<file path="config.mk">
export PLATFORM = sky130hd
export DESIGN_NAME = seq_gen_flat
export DESIGN_NICKNAME = d
export VERILOG_FILES = /design/src/rtl/seq_gen_if.sv /design/src/rtl/seq_gen.sv /design/src/flat_wrapper.sv
export SDC_FILE = /design/constraint.sdc
export NUM_CORES = 1
export LEC_CHECK = 0
export CORE_MARGIN = 1
export CORE_UTILIZATION = 45
export DETAILED_ROUTE_END_ITERATION = 8
export PLACE_DENSITY_LB_ADDON = 0.08
export SETUP_SLACK_MARGIN = 0.2
export SLEW_MARGIN = 40
export SYNTH_ARGS = -nofsm -noshare
export SYNTH_HDL_FRONTEND = slang
export SYNTH_SLANG_ARGS = --single-unit
</file>
<file path="constraint.sdc">
create_clock -name clk -period 4.5 [get_ports clk]
set_input_delay 1.35 -clock clk [delete_from_list [all_inputs] [get_ports clk]]
set_output_delay 1.35 -clock clk [all_outputs]
set_load 0.05 [all_outputs]
</file>
<file path="src/rtl/seq_gen_if.sv">
// seq_gen_if: request/serial-output bundle between a pattern source and seq_gen
//   master: drives start, pattern, len, repeat_n, gap, abort; observes x, x_valid, ready, busy, done
//   slave : the generator side (seq_gen)
interface seq_gen_if #(
    parameter int PAT_W = 8,
    parameter int LEN_W = 4,
    parameter int CNT_W = 4,
    parameter int GAP_W = 4
) ();
    logic             start;
    logic [PAT_W-1:0] pattern;
    logic [LEN_W-1:0] len;
    logic [CNT_W-1:0] repeat_n;
    logic [GAP_W-1:0] gap;
    logic             abort;
    logic             x;
    logic             x_valid;
    logic             ready;
    logic             busy;
    logic             done;
    modport master (
        output start, pattern, len, repeat_n, gap, abort,
        input  x, x_valid, ready, busy, done
    );
    modport slave (
        input  start, pattern, len, repeat_n, gap, abort,
        output x, x_valid, ready, busy, done
    );
endinterface

</file>
<file path="src/rtl/seq_gen.sv">
// seq_gen: serial pattern generator, MSB-first, with repeat count and idle gap
//   clk, reset (async, active-high); bus (slave): start/pattern/len/repeat_n/gap/abort in,
//   x/x_valid (registered serial data) and ready/busy/done (decoded from state) out
module seq_gen #(
    parameter int PAT_W = 8,
    parameter int LEN_W = 4,
    parameter int CNT_W = 4,
    parameter int GAP_W = 4
) (
    input  logic        clk,
    input  logic        reset,
    seq_gen_if.slave    bus
);
    typedef enum logic [1:0] {IDLE, SHIFT, GAP, DONE} state_t;
    state_t           state, state_n;
    logic [PAT_W-1:0] pat, pat_n;
    logic [LEN_W-1:0] len_q, len_n, idx, idx_n, eff_len;
    logic [CNT_W-1:0] rep, rep_n, eff_rep;
    logic [GAP_W-1:0] gap_q, gap_n, gcnt, gcnt_n;
    logic             x_q, x_n, v_q, v_n;
    assign eff_len = (bus.len == '0 || bus.len > LEN_W'(PAT_W)) ? LEN_W'(PAT_W) : bus.len;
    assign eff_rep = (bus.repeat_n == '0) ? CNT_W'(1) : bus.repeat_n;
    always_comb begin
        state_n = state;
        pat_n   = pat;
        len_n   = len_q;
        idx_n   = idx;
        rep_n   = rep;
        gap_n   = gap_q;
        gcnt_n  = gcnt;
        if (state != IDLE && bus.abort)
            state_n = IDLE;
        else
            case (state)
                IDLE: if (bus.start && !bus.abort) begin
                    state_n = SHIFT;
                    pat_n   = bus.pattern;
                    len_n   = eff_len;
                    idx_n   = eff_len - LEN_W'(1);
                    rep_n   = eff_rep;
                    gap_n   = bus.gap;
                end
                SHIFT: if (idx != '0)
                    idx_n = idx - LEN_W'(1);
                else if (rep > CNT_W'(1)) begin
                    rep_n   = rep - CNT_W'(1);
                    idx_n   = len_q - LEN_W'(1);
                    state_n = (gap_q != '0) ? GAP : SHIFT;
                    gcnt_n  = gap_q;
                end else
                    state_n = DONE;
                GAP: if (gcnt == GAP_W'(1))
                    state_n = SHIFT;
                else
                    gcnt_n = gcnt - GAP_W'(1);
                default: state_n = IDLE;
            endcase
        // x is looked ahead from next-state values so it can be a plain register
        v_n = state_n == SHIFT;
        x_n = v_n && |(pat_n & (PAT_W'(1) << idx_n));
    end
    always_ff @(posedge clk or posedge reset)
        if (reset) begin
            state <= IDLE;
            pat   <= '0;
            len_q <= '0;
            idx   <= '0;
            rep   <= '0;
            gap_q <= '0;
            gcnt  <= '0;
            x_q   <= 1'b0;
            v_q   <= 1'b0;
        end else begin
            state <= state_n;
            pat   <= pat_n;
            len_q <= len_n;
            idx   <= idx_n;
            rep   <= rep_n;
            gap_q <= gap_n;
            gcnt  <= gcnt_n;
            x_q   <= x_n;
            v_q   <= v_n;
        end
    assign bus.x       = x_q;
    assign bus.x_valid = v_q;
    assign bus.ready   = state == IDLE;
    assign bus.busy    = state == SHIFT || state == GAP;
    assign bus.done    = state == DONE;
endmodule

</file>
<file path="src/flat_wrapper.sv">
// flat-port wrapper written by rule: the top's interface ports become plain ports
module seq_gen_flat 
#(
    parameter int PAT_W = 8,
    parameter int LEN_W = 4,
    parameter int CNT_W = 4,
    parameter int GAP_W = 4
)
  (clk, reset, bus_start, bus_pattern, bus_len, bus_repeat_n, bus_gap, bus_abort, bus_x, bus_x_valid, bus_ready, bus_busy, bus_done);
  seq_gen_if #(.PAT_W(PAT_W), .LEN_W(LEN_W), .CNT_W(CNT_W), .GAP_W(GAP_W)) bus_i ();
  input  logic clk;
  input  logic reset;
  input wire logic [$bits(bus_i.start)-1:0] bus_start;
  input wire logic [$bits(bus_i.pattern)-1:0] bus_pattern;
  input wire logic [$bits(bus_i.len)-1:0] bus_len;
  input wire logic [$bits(bus_i.repeat_n)-1:0] bus_repeat_n;
  input wire logic [$bits(bus_i.gap)-1:0] bus_gap;
  input wire logic [$bits(bus_i.abort)-1:0] bus_abort;
  output wire logic [$bits(bus_i.x)-1:0] bus_x;
  output wire logic [$bits(bus_i.x_valid)-1:0] bus_x_valid;
  output wire logic [$bits(bus_i.ready)-1:0] bus_ready;
  output wire logic [$bits(bus_i.busy)-1:0] bus_busy;
  output wire logic [$bits(bus_i.done)-1:0] bus_done;
  assign bus_i.start = bus_start;
  assign bus_i.pattern = bus_pattern;
  assign bus_i.len = bus_len;
  assign bus_i.repeat_n = bus_repeat_n;
  assign bus_i.gap = bus_gap;
  assign bus_i.abort = bus_abort;
  assign bus_x = bus_i.x;
  assign bus_x_valid = bus_i.x_valid;
  assign bus_ready = bus_i.ready;
  assign bus_busy = bus_i.busy;
  assign bus_done = bus_i.done;
  seq_gen #(.PAT_W(PAT_W), .LEN_W(LEN_W), .CNT_W(CNT_W), .GAP_W(GAP_W)) u_core (.clk(clk), .reset(reset), .bus(bus_i));
endmodule
</file>
==> impl_metrics.json, run 1 <==
{
  "endpoint_kind": "flop",
  "vias": 1542,
  "seq_area_frac_synth_pct": 41.7,
  "grtUsageMet2_pct": 33.3,
  "p_per_area_nw_per_um2": 668,
  "max_freq_mhz": 289,
  "finalSetupViolCount": 0,
  "slew_headroom_pct": 59.1,
  "rsz0062_at_grt": "no",
  "clock_skew_ns": 0.00453,
  "grt_busiest_layer": "met2",
  "synth_xor_area_share_pct": 1.37,
  "gp_congestion": 0.825,
  "synthMuxAreaShare_pct": 10.9,
  "cts_hold_buf": 0,
  "gr-total-overflow": 0,
  "crit_required_ns": 4.66,
  "routed_wl_mm": 4.05,
  "synth_top_area_share_pct": 41.7,
  "status": "completed",
  "worst_pin_slew_ns": 0.614,
  "drt_first_pass_iters": 4,
  "critPathSlowestCell": "clkdlybuf4s50_1",
  "crit_path_max_fanout": 6,
  "drive_gt1_share_pct": 12.6,
  "criticalPathCategory": "in2reg",
  "antenna_found_initial": 0,
  "die_y_um": 67.3,
  "async_flop_share_pct": 100,
  "path_delay_family": "compound AO/OA/AOI/OAI gates",
  "synth.most_common_cell": "dfrtp_1",
  "ctsResizeCount": 0,
  "synth_top_family_by_area": "compound AO/OA/AOI/OAI gates",
  "synth-seq-cells": 32,
  "finalCriticalPeriod_ns": 3.46,
  "synth_common_cells": "dfrtp_1, nand2_1, inv_1, o21ai_0, mux2_2",
  "fin_crit_sh_pct": 76.8,
  "hold_viol": 0,
  "antenna_cells": 0,
  "h-tree-depth": 2,
  "grt_max_degree": 33,
  "crit_top_cell": "o311a_1",
  "max_stage_delay_ns": 0.44,
  "synth_top_area_cell": "dfrtp_1",
  "synth_simple_gate_area_share_pct": 16.5,
  "crit_chain": "clkdlybuf4s50_1 > nand2b_1 > ha_1 > nor4bb_1 > a21oi_1 > o311a_1 > o31ai_4 > mux2i_1 > o22ai_1 > o311a_1",
  "crit_arrival_ns": 3.62,
  "drv_slew": 0,
  "pin_count": 29,
  "total_power_mw": 1.59,
  "drt_iter0_drc": 68,
  "synth-compound-area-share_pct": 17.5,
  "drt-wirelength-per-cell_um": 14.4,
  "numPortBuffers": 28,
  "die_x_um": 67.3,
  "rows": 23,
  "hold_path.class": "reg2reg",
  "drc": 0,
  "synthTopCellsByArea": "dfrtp_1, ha_1, mux2_2, nand2_1, o21ai_0",
  "synthCells": 198,
  "grt_pass1_wl_mm": 6.84,
  "syn_to_final_growth_pct": 24.1,
  "synth_edf_count": 0,
  "cp-start-kind": "primary input",
  "met1_usage_pct": 25.6,
  "cts_inserted_buffers": 5,
  "cts_root_buf": "clkbuf_8",
  "clk_latency_ns": 0.28,
  "num-nets-final": 265,
  "start_util_pct": 47.3,
  "vdd_drop_max_v": 0.000267,
  "synth.avg_cell_area_sq_um": 9.70,
  "clk_pin_slew_ns": 0.06,
  "cap_violations": 0,
  "syn_nets": 233,
  "grtUsageTotal_pct": 20.4,
  "synthAdderAreaFrac_pct": 7.17,
  "viasPerCell": 5.49,
  "final_antenna_net_count": 0,
  "cts_tree": "built",
  "synth_cell_types": 39,
  "die_area_sq_um": 4530,
  "path_buf_inv": 1,
  "cts.sink_count": 32,
  "coreArea_sq_um": 4060,
  "grt_pass1_vias": 1599,
  "grtUsageMet3_pct": 4.39,
  "p_leak_nw": 1.04,
  "postCtsSetupRepairBufs": 0,
  "setup_tns_ns": 0,
  "hpwl_mm": 3.05,
  "yosys_warnings": 0,
  "ys.flop_type": "dfrtp_1",
  "synth_area_sq_um": 1920,
  "cts.path.max_buffers": 2
}
-- metrics by stage --
step,setup slack [ns],hold WS (ns),instance area [sq um],utilization [%],std cells
after global routing,0.865,0.522,2380,58.7,281
after global placement,0.861,0.485,2260,55.6,273
after floorplan,1.45,0.465,1920,-,198
after detailed placement,0.764,0.484,2260,55.6,273
final,1.04,0.498,2380,58.7,281
after CTS,1.05,0.499,2380,58.7,281
-- final timing paths --
check / from / to / slack [ns] / cells past startpoint
hold reg to reg: u_core.pat[7] / u_core.pat[7] / 0.50 / 1
min in group asynchronous: reset / u_core.gap_q[2] / 1.45 / 3
hold / removal: u_core.pat[7] / u_core.pat[7] / 0.50 / 1
setup reg to reg: u_core.state[1] / u_core.bus.x / 1.74 / 8
max in group asynchronous: reset / u_core.rep[1] / 2.76 / 3
setup / recovery: bus_len[3] / u_core.bus.x / 1.04 / 10
-- layer usage --
metal | share of wire [%] | up-vias
li1 | - | 761
met1 | 47 | 726
met2 | 47 | 46
met3 | 4.1 | 9
met4 | 1.9 | 0
met5 | 0 | -
-- sequential cells by signal (all words and copies together), names as in the netlist --
| name | count |
|---|---|
| u_core.bus.x | 1 |
| u_core.bus.x_valid | 1 |
| u_core.gap_q | 4 |
| u_core.gcnt | 4 |
| u_core.idx | 4 |
| u_core.len_q | 4 |
| u_core.pat | 8 |
| u_core.rep | 4 |
| u_core.state | 2 |
-- layout make-up --
| cell class | instances | area [sq um] |
|---|---|---|
| clock buffers | 7 | 96.3 |
| clock inverters | 1 | 30.0 |
| fillers | 336 | 1670 |
| inverters | 17 | 63.8 |
| multi-input cells | 143 | 1030 |
| flip-flops and latches | 32 | 801 |
| well taps | 50 | 62.6 |
| repair buffers | 31 | 303 |
-- cell usage in the layout (no fill, tap or decap), types with 7 or more instances in the layout --
cell             instances
nor2_1                  10
clkbuf_8                 7
ha_1                    11
a21oi_1                 11
clkdlybuf4s50_1         28
nor3_1                   9
inv_1                   17
o21ai_0                 14
dfrtp_1                 32
nand2_1                 19
mux2_2                  12
-- where the power goes --
| part | internal (mW) | switching (mW) |
|---|---|---|
| registers | 0.420 | 0.109 |
| clock network | 0.195 | 0.102 |
| logic | 0.340 | 0.426 |
-- kinds of logic (layout without fill, tap and decap cells) --
logic type               count (synthesis)  in the layout
buffers and inverters                   23             56
multiplexers                            19             19
XOR/XNOR                                 3              3
adder cells (fa/ha/maj)                 11             11
AND/OR/NAND/NOR                         62             62
AO/OA/AOI/OAI                           48             48
flip-flops                              32             32
Note: power is estimated with default switching activity, not from simulation.
==> inputs of run 2 (changes only) <==
Clock period 4.5 ns to 3.1 ns, I/O delays scaled along.
==> impl_metrics.json, run 2 (same netlist as run 1, synthesis figures left out) <==
{
  "hold-worst-slack_ns": 0.500,
  "crit_start": "u_core.state[0]",
  "syn_to_final_growth_pct": 26.8,
  "cap_violations": 0,
  "drv_slew": 0,
  "cts.path.max_buffers": 2,
  "pwr-share-seq_pct": 34.4,
  "min_from": "u_core.pat[0]",
  "rsz0062_at_grt": "no",
  "p_per_area_nw_per_um2": 907,
  "endpoint_kind": "output pin",
  "rows": 23,
  "crit_arrival_ns": 1.89,
  "hold_path.class": "reg2reg",
  "drive_gt1_share_pct": 15.3,
  "grt_pass1_wl_mm": 6.87,
  "final_common_cell": "dfrtp_1",
  "grt_max_degree": 33,
  "setup_tns_ns": 0,
  "criticalPathCategory": "reg2out",
  "routed_wl_mm": 4.14,
  "drt_iter0_drc": 82,
  "num-nets-final": 270,
  "coreArea_sq_um": 4060,
  "fin_crit_sh_pct": 90.9,
  "fill_cells": 352,
  "h-tree-depth": 2,
  "cts_inserted_buffers": 5,
  "crit_path_max_fanout": 6,
  "clk_pin_slew_ns": 0.06,
  "hold_viol": 0,
  "hpwl_mm": 3.23,
  "comb_power_share_pct": 52.2,
  "drc": 0,
  "numPortBuffers": 28,
  "vias": 1551,
  "r2r_start": "u_core.state[0]",
  "gp_congestion": 0.814,
  "grtUsageTotal_pct": 20.7,
  "cts_root_buf": "clkbuf_8",
  "cp-start-kind": "flop",
  "die_x_um": 67.3,
  "drt-wirelength-per-cell_um": 14.5,
  "antenna_cells": 0,
  "clock_skew_ns": 0.00602,
  "cts.sink_count": 32,
  "final_antenna_net_count": 0,
  "grt_pass1_vias": 1516,
  "clkPwrFrac_pct": 13.4,
  "p_sw_mw": 0.917,
  "final_cell_mix": "dfrtp_1, clkdlybuf4s50_1, nand2_1",
  "slew_headroom_pct": 59.6,
  "gr-total-overflow": 0,
  "top_register": "u_core.pat",
  "cts_tree": "built",
  "finalCriticalPeriod_ns": 2.82,
  "vdd_drop_max_v": 0.000573,
  "clk_latency_ns": 0.28,
  "start_util_pct": 47.3,
  "viasPerCell": 5.44,
  "crit_required_ns": 2.17,
  "max_freq_mhz": 355,
  "status": "completed",
  "worst_pin_slew_ns": 0.605,
  "p_int_mw": 1.29,
  "total_power_mw": 2.21,
  "largest_register_ffs": 8,
  "drt_first_pass_iters": 4,
  "p_sw_share_pct": 41.5,
  "p_leak_nw": 1.11,
  "die_y_um": 67.3,
  "die_area_sq_um": 4530,
  "antenna_found_initial": 0,
  "pin_count": 29,
  "cts_hold_buf": 0,
  "finalSetupViolCount": 0
}
==> run 2: cell types whose count changed in the layout (fill, tap and decap cells not counted), moves of 2 or more <==
cell	change
buf_4	+4
dlymetal6s2s_1	+4
nand2b_1	-2
clkbuf_8	-2
nand2b_4	+2
clkdlybuf4s50_1	-5
==> run 2: final cells by class <==
class                   count  area, sq um  share of cell area, %
flip-flops and latches     32          801                   32.9
multi-input cells         143         1070                   43.9
clock inverters             1         5.00                  0.205
repair buffers             36          362                   14.8
clock buffers               6         72.6                   2.98
well taps                  50         62.6                   2.57
inverters                  17         63.8                   2.62
==> run 2: stage by stage <==
| step | setup WS, ns | cell area [sq um] | util (%) | std cells |
|---|---|---|---|---|
| floorplan | 0.446 | 1920 | - | 198 |
| global placement | -0.0698 | 2300 | 56.7 | 277 |
| detailed placement | -0.209 | 2300 | 56.7 | 277 |
| CTS | 0.214 | 2410 | 59.4 | 285 |
| global route | 0.221 | 2440 | 60.0 | 285 |
| finish | 0.281 | 2440 | 60.0 | 285 |
==> run 2: layer usage <==
layer | vias to the layer above | GRT usage, % | part of all wire (%)
met5 | - | 0 | 0
met4 | 0 | 6.12 | 1.1
met3 | 8 | 4.56 | 2.9
met2 | 33 | 33.9 | 48
met1 | 733 | 27.2 | 48
li1 | 777 | - | -
==> run 2: worst paths after layout <==
check | endpoint | slack, ns | cells past startpoint
worst max-delay path | bus_busy | 0.28 | 3
worst min-delay path | u_core.pat[0] | 0.50 | 1
worst max register to register | u_core.bus.x | 0.53 | 9
worst min register to register | u_core.pat[0] | 0.50 | 1
max in group asynchronous | u_core.rep[2] | 1.78 | 3
min in group asynchronous | u_core.gap_q[3] | 1.03 | 3
==> run 2: power groups by stage <==
stage / sequential [mW] / clock (mW) / combinational [mW]
2_1_floorplan: 0.746 / 0 / 0.854
3_3_place_gp: 0.756 / 0 / 1.09
3_5_place_dp: 0.765 / 0 / 1.13
4_1_cts: 0.760 / 0.306 / 1.15
5_1_grt: 0.791 / 0.322 / 1.28
6_report: 0.761 / 0.296 / 1.15
==> run 2: critical path: stages (launching register included) <==
cell,delay (ns)
dfrtp_1,0.45
inv_1,0.09
ha_1,0.28
clkdlybuf4s50_1,0.79
==> run 2: timing repair <==
item | 4_1_cts | 5_1_grt
gates resized for setup | 4 | 6
setup endpoints to repair | 2 | 1
setup buffers | 1 | 0
pin swaps | 3 | 0
